**src/rtl/tdm_pkg.sv**
```systemverilog
// Shared types and default sizing for the TDM demultiplexer.
package tdm_pkg;

  localparam int unsigned NCH_DEF = 4;
  localparam int unsigned W_DEF   = 8;
  localparam int unsigned SEL_W   = $clog2(NCH_DEF);

  typedef enum logic {
    IDLE    = 1'b0,
    COLLECT = 1'b1
  } state_e;

endpackage

```
**src/rtl/tdm_demux_decoder.sv**
```systemverilog
// Gated one-hot decoder: turns a channel index into shadow-register write enables.
module demux_decoder #(
  parameter int unsigned NCH   = 4,
  parameter int unsigned SEL_W = 2
) (
  input  logic [SEL_W-1:0] sel_i,
  input  logic             en_i,
  output logic [NCH-1:0]   we_c
);

  always_comb begin
    we_c = '0;
    if (en_i) we_c[sel_i] = 1'b1;
  end

endmodule

```
**src/rtl/tdm_demux.sv**
```systemverilog
// Serial-to-parallel TDM demultiplexer: collects NCH words per frame and
// publishes them atomically, flagging frames cut short by an early marker.
module tdm_demux
  import tdm_pkg::*;
#(
  parameter int unsigned NCH = NCH_DEF,
  parameter int unsigned W   = W_DEF
) (
  input  logic                     clk,
  input  logic                     rst_n,
  input  logic [W-1:0]             din,
  input  logic                     din_valid,
  input  logic                     frame_start,
  output logic [NCH*W-1:0]         ch_data,
  output logic                     frame_valid,
  output logic [$clog2(NCH)-1:0]   ch_sel,
  output logic                     frame_err
);

  localparam int unsigned SW = $clog2(NCH);
  localparam logic [SW-1:0] LAST_SEL = SW'(NCH - 1);

  state_e          state_q, state_d;
  logic [SW-1:0]   sel_q, sel_d;
  logic            fv_q, fv_d;
  logic            fe_q, fe_d;
  logic            load_out;
  logic [W-1:0]    shadow_q [NCH];
  logic [NCH*W-1:0] data_q;

  logic [SW-1:0]   wr_sel;
  logic            wr_en;
  logic [NCH-1:0]  we;

  // A frame marker always restarts at slot 0; stray words in IDLE are dropped.
  assign wr_sel = frame_start ? '0 : sel_q;
  assign wr_en  = din_valid & (frame_start | (state_q == COLLECT));

  demux_decoder #(
    .NCH   (NCH),
    .SEL_W (SW)
  ) u_dec (
    .sel_i (wr_sel),
    .en_i  (wr_en),
    .we_c  (we)
  );

  always_ff @(posedge clk or negedge rst_n) begin
    if (!rst_n) begin
      state_q <= IDLE;
      sel_q   <= '0;
      fv_q    <= 1'b0;
      fe_q    <= 1'b0;
    end else begin
      state_q <= state_d;
      sel_q   <= sel_d;
      fv_q    <= fv_d;
      fe_q    <= fe_d;
    end
  end

  always_comb begin
    state_d  = state_q;
    sel_d    = sel_q;
    fv_d     = 1'b0;
    fe_d     = 1'b0;
    load_out = 1'b0;
    case (state_q)
      IDLE: begin
        if (din_valid && frame_start) begin
          sel_d   = SW'(1);
          state_d = COLLECT;
        end
      end
      COLLECT: begin
        if (din_valid) begin
          if (frame_start) begin
            fe_d  = 1'b1;
            sel_d = SW'(1);
          end else if (sel_q == LAST_SEL) begin
            load_out = 1'b1;
            fv_d     = 1'b1;
            sel_d    = '0;
            state_d  = IDLE;
          end else begin
            sel_d = sel_q + SW'(1);
          end
        end
      end
      default: begin
        state_d = IDLE;
        sel_d   = '0;
      end
    endcase
  end

  // Shadow bank plus output bank; the last word bypasses its shadow slot.
  always_ff @(posedge clk or negedge rst_n) begin
    if (!rst_n) begin
      for (int k = 0; k < NCH; k++) shadow_q[k] <= '0;
      data_q <= '0;
    end else begin
      for (int k = 0; k < NCH; k++) begin
        if (we[k]) shadow_q[k] <= din;
      end
      if (load_out) begin
        for (int k = 0; k < NCH - 1; k++) data_q[k*W +: W] <= shadow_q[k];
        data_q[(NCH-1)*W +: W] <= din;
      end
    end
  end

  assign ch_data     = data_q;
  assign frame_valid = fv_q;
  assign frame_err   = fe_q;
  assign ch_sel      = sel_q;

endmodule

```
**config.mk**
```make
export PLATFORM = sky130hd
export DESIGN_NAME = tdm_demux
export DESIGN_NICKNAME = d
export VERILOG_FILES = /design/src/rtl/tdm_pkg.sv /design/src/rtl/tdm_demux_decoder.sv /design/src/rtl/tdm_demux.sv
export SDC_FILE = /design/constraint.sdc
export NUM_CORES = 1
export LEC_CHECK = 0
export CAP_MARGIN = 40
export CORE_MARGIN = 10
export CORE_UTILIZATION = 40
export CTS_CLUSTER_DIAMETER = 120
export DETAILED_ROUTE_END_ITERATION = 12
export GPL_ROUTABILITY_DRIVEN = 1
export GPL_TIMING_DRIVEN = 0
export PLACE_DENSITY = 0.74
export REMOVE_ABC_BUFFERS = 1
export SKIP_LAST_GASP = 1
export SYNTH_ARGS = -nofsm -noshare
export SYNTH_HDL_FRONTEND = slang
export SYNTH_HIERARCHICAL = 1
export SYNTH_SLANG_ARGS = --single-unit
```
**constraint.sdc**
```tcl
create_clock -name clk -period 4.5 [get_ports clk]
set_clock_uncertainty 0.05 [all_clocks]
set_input_delay 1.35 -clock clk [delete_from_list [all_inputs] [get_ports clk]]
set_output_delay 1.35 -clock clk [all_outputs]
set_load 0.01 [all_outputs]
```
**Word level (Yosys, flattened, before mapping)**

Index checks and enable logic that the tools add are counted.

- RAM bits: 0
- Output and inout bits: 36
- Memories kept: 0
- Latch bits: 0
- Bits in read-only memories: 0
- Word-level logic and storage cells: 41
- Bits in registers: 61

- Eq/ne operators: 3
- Add/subtract/negate cells: 1
- Reductions and logical operators: 3
- Bitwise gates (word level): 3
- Divide/modulo/power cells: 0
- Mux-type cells: 21
- Shift operators: 0
- Multipliers: 0
- $lt $le $gt $ge: 2

Operators with widths:

| kind | count |
|---|---|
| 2-to-1 mux 1 bit | 12 |
| 2-to-1 mux 2 bit | 5 |
| inequality test 2 bit, second input constant | 2 |
| one-hot mux 2 bit (2 select lines) | 1 |
| < comparator 2 x 3 -> 1 bit, second input constant | 1 |
| 2-to-1 mux 3 bit | 1 |
| adder 2 x 1 -> 2 bit, second input constant | 1 |
| demux 1 bit (select 2 bit) | 1 |
| equality test 2 bit, second input constant | 1 |
| greater-or-equal comparator 2 x 1 -> 1 bit, second input constant | 1 |
| logical AND 1 bit | 2 |
| one-hot mux 1 bit (2 select lines) | 1 |
| AND reduction 2 bit | 1 |
| bitwise AND 1 bit | 1 |
| NOT 1 bit | 1 |
| OR 1 bit | 1 |

**Longest topological paths before layout**

Gate-level depths: netlist (run 1).

- Depth after elaboration: 6
- Depth in mapped cells: 5

**Hierarchy**

The synthesis (run 1) kept the hierarchy.

Modules (own cells, without submodules):

| module | area each (µm²) | cells each | seq. area each (µm²) | instances |
|---|---|---|---|---|
| tdm_demux | 2453.6 | 141 | 1526.5 | 1 |
| demux_decoder | 37.5 | 4 | 0.0 | 1 |

**Least setup slack after synthesis (run 1)**

OpenSTA, ideal clock, no wires.

- Kind: input-to-reg
- Start point: in din_valid
- End point: reg shadow_q[24] in the netlist's numbering
- Library setup time: 0.125 ns
- Cell stages on the path: 5
- Setup slack: 1.905 ns
- Arrival: 2.420 ns
- Cells stage by stage: buf_4 > o21a_1 > nor3b_2 > clkbuf_1 > mux2_2

- Word-level cells in the longest chain between the ends: 2

RTL lines:

| what | RTL line | text |
|---|---|---|
| start: declaration | tdm_demux.sv:12 | `input logic din_valid,` |
| bitwise AND 1 bit | tdm_demux.sv:37 | `assign wr_en = din_valid & (frame_start \| (state_q == COLLECT));` |
| net wr_en | tdm_demux.sv:32 | `logic wr_en;` |
| 2-to-1 mux 3 bit | tdm_demux_decoder.sv:13 | `if (en_i) we_c[sel_i] = 1'b1;` |
| net we[0] | tdm_demux.sv:33 | `logic [NCH-1:0] we;` |
| end signal: indexed assignment | tdm_demux.sv:104 | `if (we[k]) shadow_q[k] <= din;` |
| end: declaration | tdm_demux.sv:28 | `logic [W-1:0] shadow_q [NCH];` |

The timed path passes the listed nets, and every way through them passes these cells.
A chain may end at the register's enable or synchronous reset.

**Final worst setup path (run 1)**

- Start point: in din_valid
- End point: reg shadow_q[26] in the netlist's numbering

Same word-level chain as after synthesis.

==> results.md, run 1 <==
- R2R Setup Slk: 2560 ps
- NetSw: 0.624 mW
- Relative slew slack: 46.7%
- Hold path start: shadow_q[23]
- Pleak: 1.52 nW
- Clk buf depth: 2
- Ratio of final minimum period to clock period: 70.1%
- Fmax: 317 MHz
- Vias in the first global route: 1566
- First-pass GRT wire length: 8310 microns
- Die width: 98.8 microns
- Row Count: 28
- Clk pwr share: 22.6%
- Max Cap Viol: 0
- Initial DRC Count: 37
- Worst slew pin tran: 799 ps
- Worst reg2reg endpoint: shadow_q[26]
- Final global-route overflow total: 0
- Critical R2R Launch: state_q
- Final Instance Area: 0.00324 sq mm
- Antenna Diode Count: 0
- Largest net degree at the start of global routing: 35
- Int Pwr: 1.69 mW
- Flop pwr share: 41.3%
- Setup-failing EPs final: 0
- I/O Buffers: 47
- CTS tree: yes
- Post-Route WL: 4780 microns
- Max-slew violations: 0
- Final #Nets: 210
- Final core utilization: 54.2%
- Worst VDD drop: 0.335 mV
- Hold WC Path Type: reg2reg
- Post-Layout Cell Count: 276
- Fraction of layout cells with a size suffix above 1: 37.8%
- CTS root buf: clkbuf_8
- Setup_tns: 0 ps
- CTS buffer count: 9
- Combinational Power Share: 36.1%
- Sw frac: 26.9%
- Post-place setup slack: 1010 ps
- Gr usage total: 10.6%
- Arrival @ worst endpoint: 3310 ps
- Synth Instances: 144
- Critical Path Sink Type: register
- Die area: 0.00976 sq mm
- Pwr Density: 715 mW/mm^2
- Worst Path Max Fanout: 10
- Drt pass-1 iters: 4
- Hold Crit Depth: 1
- Outcome: finished clean
- Filler cells: 485
- H-tree depth: 3
- RSZ-0062 raised after global routing: false
- Hold Buf Count CTS: 0
- Placed instance count: 261
- Storage cell area: 0.00153 sq mm
- Initial antenna violation count: 0
- Crit path time final: 3150 ps
- Post-Place Cell Area: 0.00303 sq mm
- Sink Count: 61
- Post-CTS sizing: 0
- Area growth syn-to-layout: 30.6%
- Worst-Skew Late Latency: 320 ps
- Detailed-route via count: 1324
- CORE AREA: 0.00599 sq mm
- Worst Hold End: ch_data[15]
- Fin. Hold Viols: 0
- Clock slew at reported path FFs: 70 ps
- Post-Syn Area per Cell: 17.2 sq um
- CP startpoint kind: primary input
- Critical path type: in2reg
- DR WL/cell: 17.3 microns
- DRC: 0
- Starting Density: 41.5%
- Detailed Place HPWL: 3400 microns
- Via density: 4.80
- Required @ worst endpoint: 4660 ps
- Worst setup margin: 1350 ps
- Post-DRT Antenna Nets: 0
- Post-CTS Setup Bufs: 0
- Reg2reg path depth: 4
- Yosys warns: 6
- Post-synthesis cell area: 0.00248 sq mm
- Multi-input gate area: 890 sq um
- IO Pins: 48
- Die Ht: 98.8 microns
- GPL Wtd Cong: 0.717
## cell type report
cell class                      instances  area share, %
Clock buffer                           11           4.36
Clock inverter                          4           2.24
Inverter                                2          0.231
Multi-Input combinational cell         73           27.4
Sequential cell                        61           47.0
Tap cell                               75           2.89
Timing Repair Buffer                   50           15.8
## registers in the layout, summed over array words and instances, names as in the netlist
name	cells
ch_data	32
shadow_q	24
ch_sel	2
frame_err	1
frame_valid	1
state_q	1
## metrics by stage
| stage | total power, mW | hold slack [ps] |
|---|---|---|
| floorplan | 1.39 | 428 |
| global placement | 1.79 | 434 |
| detailed placement | 1.82 | 439 |
| CTS | 2.36 | 453 |
| global route | 2.48 | 464 |
| finish | 2.32 | 449 |
## power groups by stage
stage / combinational [mW] / sequential [mW] / clock (mW)
after CTS: 0.857 / 0.963 / 0.540
after detailed placement: 0.856 / 0.968 / 0
after global routing: 0.905 / 0.998 / 0.572
after global placement: 0.827 / 0.960 / 0
final: 0.837 / 0.958 / 0.523
after floorplan: 0.386 / 1.01 / 0
## cells in the final DEF (no fill, tap or decap), types with 2 or more instances in the layout
cell             instances
mux2_2                  27
inv_1                    2
and3b_1                  2
mux2_4                  29
dfrtp_1                 61
clkbuf_8                10
buf_12                   2
nand2_1                  2
bufinv_16                2
clkdlybuf4s50_1         46
## worst max path at each step
stage                 from      endpoint
2_1_floorplan  frame_start    ch_data[0]
3_3_place_gp         rst_n   ch_data[20]
3_5_place_dp     din_valid  shadow_q[26]
4_1_cts          din_valid  shadow_q[26]
5_1_grt          din_valid  shadow_q[25]
6_report         din_valid  shadow_q[26]
## critical path, cell delays in order
cell,delay (ps)
clkdlybuf4s50_1,690
o21a_1,210
nor3b_2,470
buf_4,250
mux2_2,340
## per-layer routing
metal / vias to the layer above / share of wire, % / track usage (%)
li1: 610 / - / -
met1: 680 / 44 / 12.4
met2: 30 / 49 / 17.1
met3: 4 / 6.7 / 5.38
met4: 0 / 0.52 / 2.32
met5: - / 0 / 0
No activity file was read; power rests on OpenSTA's default activity.
==> inputs of run 2 (changes only) <==
==> constraint.sdc (replaced) <==
create_clock -name clk -period 3.12 [get_ports clk]
set_clock_uncertainty 0.05 [all_clocks]
set_input_delay 0.936 -clock clk [delete_from_list [all_inputs] [get_ports clk]]
set_output_delay 0.936 -clock clk [all_outputs]
set_load 0.01 [all_outputs]
==> results of run 2 <==
The final DEF is identical to that of run 1. Status: finished clean.
Among the figures that moved: setup slack after placement 1010 ps -> 43.9 ps; setup slack after layout 1350 ps -> 380 ps; register-to-register setup slack 2560 ps -> 1180 ps; total power 2.32 mW -> 3.34 mW; worst IR drop on VDD 0.335 mV -> 0.483 mV
==> inputs of run 3 (changes only) <==
--- a/config.mk
+++ b/config.mk
@@ -6,13 +6,15 @@
 export NUM_CORES = 1
 export LEC_CHECK = 0
 export CAP_MARGIN = 40
+export CELL_PAD_IN_SITES_DETAIL_PLACEMENT = 0
+export CELL_PAD_IN_SITES_GLOBAL_PLACEMENT = 1
 export CORE_MARGIN = 10
 export CORE_UTILIZATION = 40
 export CTS_CLUSTER_DIAMETER = 120
 export DETAILED_ROUTE_END_ITERATION = 12
 export GPL_ROUTABILITY_DRIVEN = 1
 export GPL_TIMING_DRIVEN = 0
-export PLACE_DENSITY = 0.74
+export PLACE_DENSITY = 0.84
 export REMOVE_ABC_BUFFERS = 1
 export SKIP_LAST_GASP = 1
 export SYNTH_ARGS = -nofsm -noshare
==> constraint.sdc (replaced) <==
create_clock -name clk -period 3.12 [get_ports clk]
set_clock_uncertainty 0.05 [all_clocks]
set_input_delay 0.312 -clock clk [delete_from_list [all_inputs] [get_ports clk]]
set_output_delay 0.312 -clock clk [all_outputs]
set_load 0.01 [all_outputs]
==> run 3 against run 2 <==
Compared with the run above: combinational power about the same; clock-buffer cell count grew 2; clock power down 6.4%; highest routed layer unchanged; setup slack improved by 770 ps; critical path depth unchanged; non-clock buffer count grew 1.
==> results.md, run 3 (synthesized netlist as in run 1, its figures left out) <==
- Largest net degree at the start of global routing: 33
- CTS tree: yes
- Worst VDD drop: 0.448 mV
- Die area: 0.00976 sq mm
- Post-DRT Antenna Nets: 0
- Max-slew violations: 0
- Final Instance Area: 0.00324 sq mm
- Critical Path Sink Type: register
- CORE AREA: 0.00599 sq mm
- Final #Nets: 211
- Required @ worst endpoint: 3280 ps
- Worst-Skew Late Latency: 330 ps
- Setup-failing EPs final: 0
- Row Count: 28
- Placed instance count: 261
- DR WL/cell: 16.7 microns
- Hold Crit Depth: 1
- RSZ-0062 raised after global routing: false
- Critical R2R Launch: state_q
- Ratio of final minimum period to clock period: 63.1%
- CP startpoint kind: primary input
- CTS root buf: clkbuf_8
- Arrival @ worst endpoint: 2130 ps
- Worst Hold End: ch_data[9]
- R2R Setup Slk: 1320 ps
- Antenna Diode Count: 0
- Post-Layout Cell Count: 278
- Outcome: finished clean
- Hold WC Path Type: reg2reg
- Fin. Hold Viols: 0
- Filler cells: 486
- Critical path type: in2reg
- Hold Buf Count CTS: 1
- CTS buffer count: 9
- Detailed Place HPWL: 3260 microns
- Worst slew pin tran: 695 ps
- Relative slew slack: 53.6%
- Worst Path Max Fanout: 10
- IO Pins: 48
- Drt pass-1 iters: 3
- Fraction of layout cells with a size suffix above 1: 37.4%
- Post-CTS Setup Bufs: 0
- Post-CTS sizing: 0
- Reg2reg path depth: 4
- Max reg flops: 32
- Starting Density: 41.5%
- Final global-route overflow total: 0
- GPL Wtd Cong: 0.670
- H-tree depth: 3
- Pwr Density: 1010 mW/mm^2
- First-pass GRT wire length: 7840 microns
- Gr usage total: 10.2%
- I/O Buffers: 47
- Worst reg2reg endpoint: shadow_q[27]
- DRC: 0
- Clock slew at reported path FFs: 70 ps
- Final core utilization: 54.1%
- Post-Place Cell Area: 0.00303 sq mm
- Hold path start: shadow_q[17]
- Most common cell after layout, fill and taps aside: dfrtp_1
- Via density: 4.77
- Area growth syn-to-layout: 30.6%
- Crit path time final: 1970 ps
- Clk buf depth: 2
- Pleak: 1.52 nW
- Initial DRC Count: 52
- Initial antenna violation count: 0
- Detailed-route via count: 1325
- Fmax: 508 MHz
- Most frequent cells in the layout: 61 x dfrtp_1, 46 x clkdlybuf4s50_1, 29 x mux2_4
- Max Cap Viol: 0
- Vias in the first global route: 1442
- Post-Route WL: 4650 microns
- Sink Count: 61
- Overall power: 3.29 mW
- Die Ht: 98.8 microns
- Die width: 98.8 microns
==> run 3: worst max path at each step <==
stage / startpoint / slack (ps) / endpoint / cells after the start
6_report: din_valid / 1150 / shadow_q[27] / 5
5_1_grt: din_valid / 1040 / shadow_q[30] / 5
4_1_cts: din_valid / 1140 / shadow_q[30] / 5
3_5_place_dp: din_valid / 790 / shadow_q[30] / 5
3_3_place_gp: rst_n / -210 / shadow_q[31] / 1
2_1_floorplan: ch_sel[0] / 1260 / ch_data[0] / 3
==> run 3: worst max-delay path, cell delays in order <==
cell and delay, ps:
clkdlybuf4s50_1 670, o21a_1 200, nor3b_2 360, buf_4 240, mux2_2 340
==> run 3: area by class of cell <==
type / instances / area (sq um) / share of cell area [%]
sequential: 61 / 1530 / 47.1
multi-input combinational: 73 / 890 / 27.4
timing repair buffer: 51 / 523 / 16.1
clock buffer: 13 / 159 / 4.90
tap: 75 / 93.8 / 2.89
clock inverter: 3 / 43.8 / 1.35
inverter: 2 / 7.51 / 0.231
==> run 3: routing by layer <==
| layer | part of all wire (%) | vias up | global-route usage [%] |
|---|---|---|---|
| li1 | - | 621 | - |
| met1 | 44 | 669 | 12.5 |
| met4 | 0.32 | 0 | 1.98 |
| met2 | 48 | 33 | 15.1 |
| met5 | 0 | - | 0 |
| met3 | 7.2 | 2 | 6.08 |
==> run 3: metrics by stage <==
step / setup WS [ps] / hold slack [ps] / TNS, ps
6_report: 1150 / 450 / 0
5_1_grt: 1040 / 468 / 0
4_1_cts: 1140 / 453 / 0
3_5_place_dp: 788 / 342 / 0
3_3_place_gp: -213 / 435 / -12830
2_1_floorplan: 1260 / -33.6 / 0
==> run 3: power by group <==
part           switching [mW]  internal [mW]
sequential              0.217           1.17
clock                   0.294          0.413
combinational           0.388          0.812
total                   0.898           2.39
